--- config.mk ---
export PLATFORM = sky130hd
export DESIGN_NAME = video_timing_probe_flat
export DESIGN_NICKNAME = d
export VERILOG_FILES = /design/src/rtl/video_timing_probe_if.sv /design/src/rtl/video_timing_probe.sv /design/src/flat_wrapper.sv
export SDC_FILE = /design/constraint.sdc
export NUM_CORES = 1
export LEC_CHECK = 0
export BUFFER_PORTS_ARGS = -buffer_cell sky130_fd_sc_hd__clkbuf_2
export CAP_MARGIN = 5
export CORE_UTILIZATION = 35
export CTS_CLUSTER_SIZE = 25
export DETAILED_ROUTE_END_ITERATION = 8
export MAX_ROUTING_LAYER = met4
export SYNTH_ARGS = -nofsm -noshare
export SYNTH_HDL_FRONTEND = slang
export SYNTH_SLANG_ARGS = --single-unit
--- constraint.sdc ---
create_clock -name clk -period 4.6 [get_ports clk]
set_input_delay 0.92 -clock clk [delete_from_list [all_inputs] [get_ports clk]]
set_output_delay 0.92 -clock clk [all_outputs]
set_load 0.01 [all_outputs]
--- src/rtl/video_timing_probe_if.sv ---
// Video-side inputs and 16-bit register window of the timing probe.
// The generator/CPU side uses the master modport, the probe uses slave.
interface video_timing_probe_if;
    logic        ce_pix;
    logic        hsync;
    logic        hblank;
    logic        vsync;
    logic        vblank;
    logic [2:0]  address;
    logic        clear;
    logic [15:0] dout;
    logic        valid;
    logic        frame_pulse;

    modport master (
        output ce_pix,
        output hsync,
        output hblank,
        output vsync,
        output vblank,
        output address,
        output clear,
        input  dout,
        input  valid,
        input  frame_pulse
    );

    modport slave (
        input  ce_pix,
        input  hsync,
        input  hblank,
        input  vsync,
        input  vblank,
        input  address,
        input  clear,
        output dout,
        output valid,
        output frame_pulse
    );
endinterface

--- src/rtl/video_timing_probe.sv ---
// Passive video timing probe. Counts pixels, active pixels, lines and clk
// cycles of the incoming CRTC timing, and once per frame publishes a coherent
// snapshot (line length, active width, total/active lines, frame period, frame
// number) through an 8-entry, 16-bit read-only register window.
module video_timing_probe #(
    parameter int CNT_W = 12,
    parameter int CLK_W = 24
) (
    input logic                 clk,
    input logic                 reset,
    video_timing_probe_if.slave bus
);

    typedef enum logic [1:0] {
        IDLE = 2'd0,
        ARM  = 2'd1,
        RUN  = 2'd2
    } state_t;

    function automatic logic [CNT_W-1:0] cnt_inc(input logic [CNT_W-1:0] v);
        return (v == '1) ? v : v + 1'b1;
    endfunction

    function automatic logic [CLK_W-1:0] clk_inc(input logic [CLK_W-1:0] v);
        return (v == '1) ? v : v + 1'b1;
    endfunction

    state_t state;

    logic prev_hsync;
    logic prev_vsync;
    logic hsync_rise;
    logic vsync_rise;
    logic act_pix;

    // Working counters
    logic [CNT_W-1:0] pix;
    logic [CNT_W-1:0] act;
    logic [CNT_W-1:0] lines;
    logic [CNT_W-1:0] alines;
    logic [CLK_W-1:0] clks;
    logic [CNT_W-1:0] line_len;
    logic [CNT_W-1:0] hmax_act;

    // Values as they stand once a line closing in this cycle is accounted for
    logic [CNT_W-1:0] line_len_closed;
    logic [CNT_W-1:0] hmax_closed;
    logic [CNT_W-1:0] lines_closed;
    logic [CNT_W-1:0] alines_closed;
    logic [CLK_W-1:0] clks_next;
    logic             sat_event;

    // Published snapshot and status
    logic [CNT_W-1:0] h_total;
    logic [CNT_W-1:0] h_active;
    logic [CNT_W-1:0] v_total;
    logic [CNT_W-1:0] v_active;
    logic [CLK_W-1:0] frame_clks;
    logic [15:0]      frame_count;
    logic             changed;
    logic             error;
    logic             valid;
    logic             frame_pulse;
    logic [15:0]      dout;

    assign hsync_rise = bus.hsync & ~prev_hsync;
    assign vsync_rise = bus.vsync & ~prev_vsync;
    assign act_pix    = bus.ce_pix & ~bus.hblank & ~bus.vblank;
    assign clks_next  = clk_inc(clks);

    // Close the current line first when hsync rises, so a coincident vsync
    // sees that line as part of the frame it ends.
    always_comb begin
        line_len_closed = line_len;
        hmax_closed     = hmax_act;
        lines_closed    = lines;
        alines_closed   = alines;
        if (hsync_rise) begin
            line_len_closed = pix;
            lines_closed    = cnt_inc(lines);
            if (act != '0) begin
                alines_closed = cnt_inc(alines);
                hmax_closed   = act;
            end
        end
    end

    // Any counter that would step past all-ones this cycle.
    always_comb begin
        sat_event = 1'b0;
        if (!hsync_rise && bus.ce_pix && (pix == '1))
            sat_event = 1'b1;
        if (!hsync_rise && act_pix && (act == '1))
            sat_event = 1'b1;
        if (hsync_rise && (lines == '1))
            sat_event = 1'b1;
        if (hsync_rise && (act != '0) && (alines == '1))
            sat_event = 1'b1;
        if (clks == '1)
            sat_event = 1'b1;
    end

    // Edge-detect history for the sync inputs.
    always_ff @(posedge clk) begin
        if (reset) begin
            prev_hsync <= 1'b0;
            prev_vsync <= 1'b0;
        end else begin
            prev_hsync <= bus.hsync;
            prev_vsync <= bus.vsync;
        end
    end

    // Per-line pixel counters; a pixel on the hsync-rise cycle opens the new line.
    always_ff @(posedge clk) begin
        if (reset) begin
            pix <= '0;
            act <= '0;
        end else if (hsync_rise) begin
            pix <= CNT_W'(bus.ce_pix);
            act <= CNT_W'(act_pix);
        end else begin
            if (bus.ce_pix)
                pix <= cnt_inc(pix);
            if (act_pix)
                act <= cnt_inc(act);
        end
    end

    // Per-frame counters; restart on vsync rise, full wipe when arming from IDLE.
    always_ff @(posedge clk) begin
        if (reset) begin
            lines    <= '0;
            alines   <= '0;
            clks     <= '0;
            line_len <= '0;
            hmax_act <= '0;
        end else if (vsync_rise) begin
            lines  <= '0;
            alines <= '0;
            clks   <= '0;
            if (state == IDLE) begin
                line_len <= '0;
                hmax_act <= '0;
            end else begin
                line_len <= line_len_closed;
                hmax_act <= hmax_closed;
            end
        end else begin
            lines    <= lines_closed;
            alines   <= alines_closed;
            clks     <= clks_next;
            line_len <= line_len_closed;
            hmax_act <= hmax_closed;
        end
    end

    // Sticky saturation flag; a new saturation beats a simultaneous clear.
    always_ff @(posedge clk) begin
        if (reset)
            error <= 1'b0;
        else if (sat_event)
            error <= 1'b1;
        else if (bus.clear)
            error <= 1'b0;
    end

    // Frame state machine: arm on the first vsync, then publish a snapshot on every later one.
    always_ff @(posedge clk) begin
        if (reset) begin
            state       <= IDLE;
            valid       <= 1'b0;
            frame_pulse <= 1'b0;
            changed     <= 1'b0;
            h_total     <= '0;
            h_active    <= '0;
            v_total     <= '0;
            v_active    <= '0;
            frame_clks  <= '0;
            frame_count <= '0;
        end else begin
            frame_pulse <= 1'b0;
            if (bus.clear)
                changed <= 1'b0;
            if (vsync_rise) begin
                case (state)
                    IDLE: begin
                        state <= ARM;
                    end
                    ARM, RUN: begin
                        h_total     <= line_len_closed;
                        h_active    <= hmax_closed;
                        v_total     <= lines_closed;
                        v_active    <= alines_closed;
                        frame_clks  <= clks_next;
                        frame_count <= frame_count + 16'd1;
                        frame_pulse <= 1'b1;
                        valid       <= 1'b1;
                        if ((state == RUN) &&
                            ((line_len_closed != h_total) || (lines_closed != v_total)))
                            changed <= 1'b1;
                        state <= RUN;
                    end
                    default: begin
                        state <= IDLE;
                    end
                endcase
            end
        end
    end

    // Register window read mux.
    always_comb begin
        dout = '0;
        case (bus.address)
            3'd0:    dout = 16'(h_total);
            3'd1:    dout = 16'(h_active);
            3'd2:    dout = 16'(v_total);
            3'd3:    dout = 16'(v_active);
            3'd4:    dout = frame_clks[15:0];
            3'd5:    dout = 16'(frame_clks >> 16);
            3'd6:    dout = frame_count;
            3'd7:    dout = {13'b0, error, changed, valid};
            default: dout = '0;
        endcase
    end

    assign bus.dout        = dout;
    assign bus.valid       = valid;
    assign bus.frame_pulse = frame_pulse;

endmodule

--- src/flat_wrapper.sv ---
// flat-port wrapper written by rule: the top's interface ports become plain ports
module video_timing_probe_flat 
#(
    parameter int CNT_W = 12,
    parameter int CLK_W = 24
)
  (clk, reset, bus_ce_pix, bus_hsync, bus_hblank, bus_vsync, bus_vblank, bus_address, bus_clear, bus_dout, bus_valid, bus_frame_pulse);
  video_timing_probe_if bus_i ();
  input logic clk;
  input logic reset;
  input wire logic [$bits(bus_i.ce_pix)-1:0] bus_ce_pix;
  input wire logic [$bits(bus_i.hsync)-1:0] bus_hsync;
  input wire logic [$bits(bus_i.hblank)-1:0] bus_hblank;
  input wire logic [$bits(bus_i.vsync)-1:0] bus_vsync;
  input wire logic [$bits(bus_i.vblank)-1:0] bus_vblank;
  input wire logic [$bits(bus_i.address)-1:0] bus_address;
  input wire logic [$bits(bus_i.clear)-1:0] bus_clear;
  output wire logic [$bits(bus_i.dout)-1:0] bus_dout;
  output wire logic [$bits(bus_i.valid)-1:0] bus_valid;
  output wire logic [$bits(bus_i.frame_pulse)-1:0] bus_frame_pulse;
  assign bus_i.ce_pix = bus_ce_pix;
  assign bus_i.hsync = bus_hsync;
  assign bus_i.hblank = bus_hblank;
  assign bus_i.vsync = bus_vsync;
  assign bus_i.vblank = bus_vblank;
  assign bus_i.address = bus_address;
  assign bus_i.clear = bus_clear;
  assign bus_dout = bus_i.dout;
  assign bus_valid = bus_i.valid;
  assign bus_frame_pulse = bus_i.frame_pulse;
  video_timing_probe #(.CNT_W(CNT_W), .CLK_W(CLK_W)) u_core (.clk(clk), .reset(reset), .bus(bus_i));
endmodule
==> results_dict.tcl, run 1 <==
set metrics [dict create \
    status "completed" \
    synth_seq_cells 192 \
    grt_overflow 0 \
    hold_buffers 0 \
    core_area_sq_mm 0.0245 \
    clock-sinks 192 \
    cts_resized 0 \
    vdd_ir_drop_max_uv 238 \
    place.gp.congestion 0.902 \
    crit_slowest_cell "inv_1" \
    fmax_ghz 0.278 \
    cap_violations 0 \
    synth_compound_area_frac 0.156 \
    io_pins 29 \
    cp-end-kind "output port" \
    startpoint_type "input port" \
    post-cts-setup-buffers 0 \
    clock_latency_ns 0.44 \
    final_cell_mix "nor2_1, dfxtp_1, a211oi_1" \
    die_w_um 161 \
    placement.io_buffers 28 \
    cts_tree "done" \
    nets 1062 \
    fp.dieH_um 161 \
    required_ns 3.68 \
    syn_nets 1074 \
    crit_type "in -> out" \
    dr.pass1.iters 5 \
    layout_commonest_cell "nor2_1" \
    yosysSeqAreaShare 0.435 \
    synthFlopType "dfxtp_1" \
    die_area_sq_mm 0.0259 \
    cts.clk_slew.worst_paths_ns 0.06 \
    synth_top_family_by_area "simple AND/OR/NAND/NOR gates" \
    syn_avg_cell_area_sq_um 8.40 \
    timing.final.crit_share 0.782 \
    drive_gt1_frac 0.0771 \
    n_fill_cell 2494 \
    drtIter0Drc 553 \
    rr_startpoint "u_core.prev_hsync" \
    grt_first_pass_wirelength_mm 35.9 \
    initial_core_util 0.360 \
    ys_async_sr_fraction 0 \
    cp_max_fo 22 \
    maxSlewViolCount 0 \
    slew_headroom 0.320 \
    syn_inst 1053 \
    row_count 57 \
    grtUsageTotal 0.181 \
    vias 7152 \
    p_total_mw 3.50 \
    cts.path.max_buffers 2 \
    worst_pin_slew_ns 1.02 \
    power_per_cell_area_mw_per_mm2 359 \
    drt_wl_total_mm 22.3 \
    cp.arrival_ns 2.68 \
    slowest_delay_ns 0.52 \
    synth_xor_area_frac 0.0831 \
    grt_max_degree 84 \
    rsz0062_at_grt "no" \
    synthAdderAreaFrac 0.0142 \
    antenna_left 0 \
    dp_hpwl_mm 16.0 \
    yosys.area_share.simple 0.229 \
    viasPerCell 5.20 \
    min_period_ns 3.60 \
    ctsHtreeMaxLevel 4 \
    clock_skew_ns 0.0197 \
    grt_pass1_vias 6525 \
    antenna_found_initial 1 \
    synth_edf_count 0 \
    ys_types 55 \
    hold_path_class "reg -> reg" \
    cp_common_cell "clkbuf_2" \
    worstPathCellList "clkbuf_2 > inv_1 > nand2_1 > o22ai_1 > o22a_1 > clkbuf_2" \
    min-delay-start "u_core.v_active[10]" \
    wl_per_cell_um 16.2 \
    route.detailed.drc 0 \
    p_leak_nw 3.37 \
    yosys_warnings 0 \
    startpoint "bus_address[0]" \
    finalSetupTns_ns 0 \
    synthMuxAreaShare 0.0410 \
    areaGrowthSynthToFinish_pct 10.3 \
    cts_root_buf "clkbuf_16" \
    cts_made_buffers 17 \
    setup_viol_count_final 0 \
    hold_viol_final 0 \
    syn_area_sq_mm 0.00884 \
]
## registers in the layout (all words and copies together), names as in the netlist
name	count
u_core.act	12
u_core.alines	12
u_core.bus.frame_pulse	1
u_core.bus.valid	1
u_core.changed	1
u_core.clks	24
u_core.error	1
u_core.frame_clks	24
u_core.frame_count	16
u_core.h_active	12
u_core.h_total	12
u_core.hmax_act	12
u_core.line_len	12
u_core.lines	12
u_core.pix	12
u_core.prev_hsync	1
u_core.prev_vsync	1
u_core.state	2
u_core.v_active	12
u_core.v_total	12
## critical path, delay by kind of cell
| kind | cells | cell delay, ns |
|---|---|---|
| and+or+nand+nor | 1 | 0.33 |
| AOI/OAI and AO/OA | 2 | 0.47 |
| buffers and inverters | 3 | 0.96 |
## power breakdown
part	switching [mW]	internal, mW
sequential	0.0508	1.71
clock	0.631	0.805
combinational	0.191	0.109
## final timing paths
path,endpoint,slack [ns],cells after the start
setup reg to reg,u_core.v_active[11],2.03,9
setup / recovery,bus_dout[5],1.00,6
hold reg to reg,u_core.v_active[10],0.50,2
hold / removal,u_core.v_active[10],0.50,2
## cells by family after synthesis
logic type	count (synthesis)
XOR/XNOR	83
flip-flops	192
buffers and inverters	96
adder cells (fa/ha/maj)	10
AND/OR/NAND/NOR	435
AO/OA/AOI/OAI	201
multiplexers	36
## layer usage
layer	vias up	global-route usage	routed length [um]
li1	3653	-	-
met5	-	-	0
met1	3376	0.244	11000
met2	107	0.275	10300
met3	16	0.0313	719
met4	0	0.0562	260
## Yosys cell counts, types with 10 or more instances
cell type  instances  area, sq um
nor2b_1           14         87.6
o22ai_1           11         68.8
a21oi_1           51          255
nand2_1           57          214
dfxtp_1          192         3840
nor2_1           230          863
mux2i_1           34          340
clkbuf_1          52          195
o21ai_0           16         80.1
nand4_1           20          125
buf_2             10         50.1
nor3_1            13         65.1
and2_1            10         62.6
nand3_1           34          170
inv_1             27          101
ha_1              10          125
and3_1            14         87.6
a221oi_1          11         96.3
xnor2_1           38          333
xor2_1            44          385
a211oi_1          66          495
## through the flow
step	instance area (sq um)	instances	setup WS, ns	hold WS [ns]	util
floorplan	8840	1053	1.58	0.454	-
global placement	9190	1346	1.07	0.471	0.375
detailed placement	9190	1346	1.03	0.477	0.375
CTS	9750	1375	1.03	0.494	0.398
global route	9760	1376	0.850	0.516	0.398
finish	9760	1376	1.00	0.497	0.398
## layout make-up
class                           instances  area [sq um]  share of cell area
Sequential cell                       192          3840               0.394
Antenna cell                            1          2.50            0.000257
Inverter                               28           105              0.0108
Clock inverter                         10           116              0.0119
Timing Repair Buffer                   37           210              0.0215
Clock buffer                           19           443              0.0454
Tap cell                              324           405              0.0416
Multi-Input combinational cell        765          4630               0.475
Note: power is estimated with default switching activity, not from simulation.
==> inputs of run 2 (changes only) <==
==> constraint.sdc (replaced) <==
create_clock -name clk -period 2.96 [get_ports clk]
set_input_delay 0.592 -clock clk [delete_from_list [all_inputs] [get_ports clk]]
set_output_delay 0.592 -clock clk [all_outputs]
set_load 0.01 [all_outputs]
==> results_dict.tcl, run 2 (same netlist as run 1, synthesis figures left out) <==
set metrics [dict create \
    drt_wl_total_mm 22.8 \
    n_fill_cell 2508 \
    initial_core_util 0.360 \
    drtIter0Drc 623 \
    power_per_cell_area_mw_per_mm2 559 \
    row_count 57 \
    cts_made_buffers 17 \
    crit_type "in -> out" \
    dr.pass1.iters 5 \
    hold_path_class "in -> reg" \
    die_w_um 161 \
    critPathTopFamily "simple AND/OR/NAND/NOR gates" \
    antenna_found_initial 0 \
    hold_viol_final 0 \
    final_cell_mix "nor2_1, dfxtp_1, a211oi_1" \
    worstPathCellList "clkbuf_2 > inv_1 > nor2_1 > a22o_1 > a221oi_1 > nor2_1 > clkbuf_2" \
    status "completed" \
    grtUsageTotal 0.185 \
    grt_first_pass_wirelength_mm 36.8 \
    grt_overflow 0 \
    setup_viol_count_final 0 \
    drive_gt1_frac 0.0910 \
    clock_skew_ns 0.0129 \
    io_pins 29 \
    required_ns 2.37 \
    crit_slowest_cell "nor2_1" \
    dp_hpwl_mm 16.6 \
    worst_pin_slew_ns 0.712 \
    startpoint_type "input port" \
    vdd_ir_drop_max_uv 452 \
    nets 1074 \
    setup_ws_ns 0.317 \
    timing.final.crit_share 0.893 \
    slowest_delay_ns 0.32 \
    maxSlewViolCount 0 \
    grt_pass1_vias 6759 \
    cts.path.max_buffers 2 \
    ctsHtreeMaxLevel 4 \
    cts_root_buf "clkbuf_16" \
    cts.clk_slew.worst_paths_ns 0.08 \
    cts_tree "done" \
    n_antenna_cell 0 \
    cap_violations 0 \
    place_ws_ns 0.165 \
    cp.arrival_ns 2.05 \
    cts_resized 0 \
    areaGrowthSynthToFinish_pct 11.9 \
    wl_per_cell_um 16.4 \
    rsz0062_at_grt "no" \
    min_period_ns 2.64 \
    grt_max_degree 89 \
    crit_buf_inv 3 \
    p_leak_nw 3.45 \
    post-cts-setup-buffers 0 \
    seqCellArea_sq_mm 0.00384 \
    placement.io_buffers 28 \
    hold_buffers 0 \
    viasPerCell 5.18 \
    finalSetupTns_ns 0 \
    fp.dieH_um 161 \
    fmax_ghz 0.378 \
    vias 7206 \
    core_area_sq_mm 0.0245 \
    route.detailed.drc 0 \
    cp-end-kind "output port" \
    clock-sinks 192 \
    die_area_sq_mm 0.0259 \
    layout_commonest_cell "nor2_1" \
    antenna_left 0 \
    largest_registers "u_core.clks: 24 flops, u_core.frame_clks: 24 flops, u_core.frame_count: 16 flops" \
    clock_latency_ns 0.44 \
    place.gp.congestion 0.954 \
    final_util 0.403 \
    cp_max_fo 14 \
    multi_input_area_sq_mm 0.00463 \
    slew_headroom 0.523 \
]
-- run 2: cell types whose count changed in the layout (fill, tap and decap cells not counted), sizes merged --
cell	change
bufinv	-1
clkinv	-3
inv	+8
diode	-1
clkbuf	-1
buf	+12
-- run 2: final timing paths --
kind | startpoint | endpoint | slack, ns | depth (start not counted)
setup / recovery | bus_address[1] | bus_dout[2] | 0.32 | 7
hold / removal | bus_vsync | u_core.prev_vsync | 0.37 | 2
setup reg to reg | u_core.prev_hsync | u_core.changed | 0.49 | 9
hold reg to reg | u_core.frame_clks[2] | u_core.frame_clks[2] | 0.49 | 2
-- run 2: layout make-up --
type,count,share of cell area
flip-flops and latches,192,0.388
repair buffers,49,0.0329
inverters,28,0.0106
multi-input cells,765,0.468
clock buffers,18,0.0444
clock inverters,14,0.0149
well taps,324,0.0410
-- run 2: per-stage QoR --
stage | power, mW | instances | hold slack [ns] | cell area, sq um
final | 5.53 | 1390 | 0.374 | 9900
after floorplan | 3.11 | 1053 | 0.454 | 8840
after detailed placement | 3.28 | 1358 | 0.476 | 9310
after global routing | 5.75 | 1390 | 0.395 | 9900
after global placement | 3.28 | 1358 | 0.471 | 9310
after CTS | 5.58 | 1390 | 0.365 | 9900
-- run 2: power by group --
part | internal, mW | leakage [nW] | total, mW | switching, mW
registers | 2.66 | 1.55 | 2.74 | 0.0790
logic | 0.182 | 1.61 | 0.489 | 0.307
clock network | 1.22 | 0.286 | 2.31 | 1.09
-- run 2: routing by layer --
metal / vias up / track usage / part of all wire
li1: 3672 / - / -
met1: 3373 / 0.246 / 0.49
met2: 134 / 0.287 / 0.46
met3: 27 / 0.0289 / 0.034
met4: 0 / 0.0583 / 0.016
met5: - / - / 0
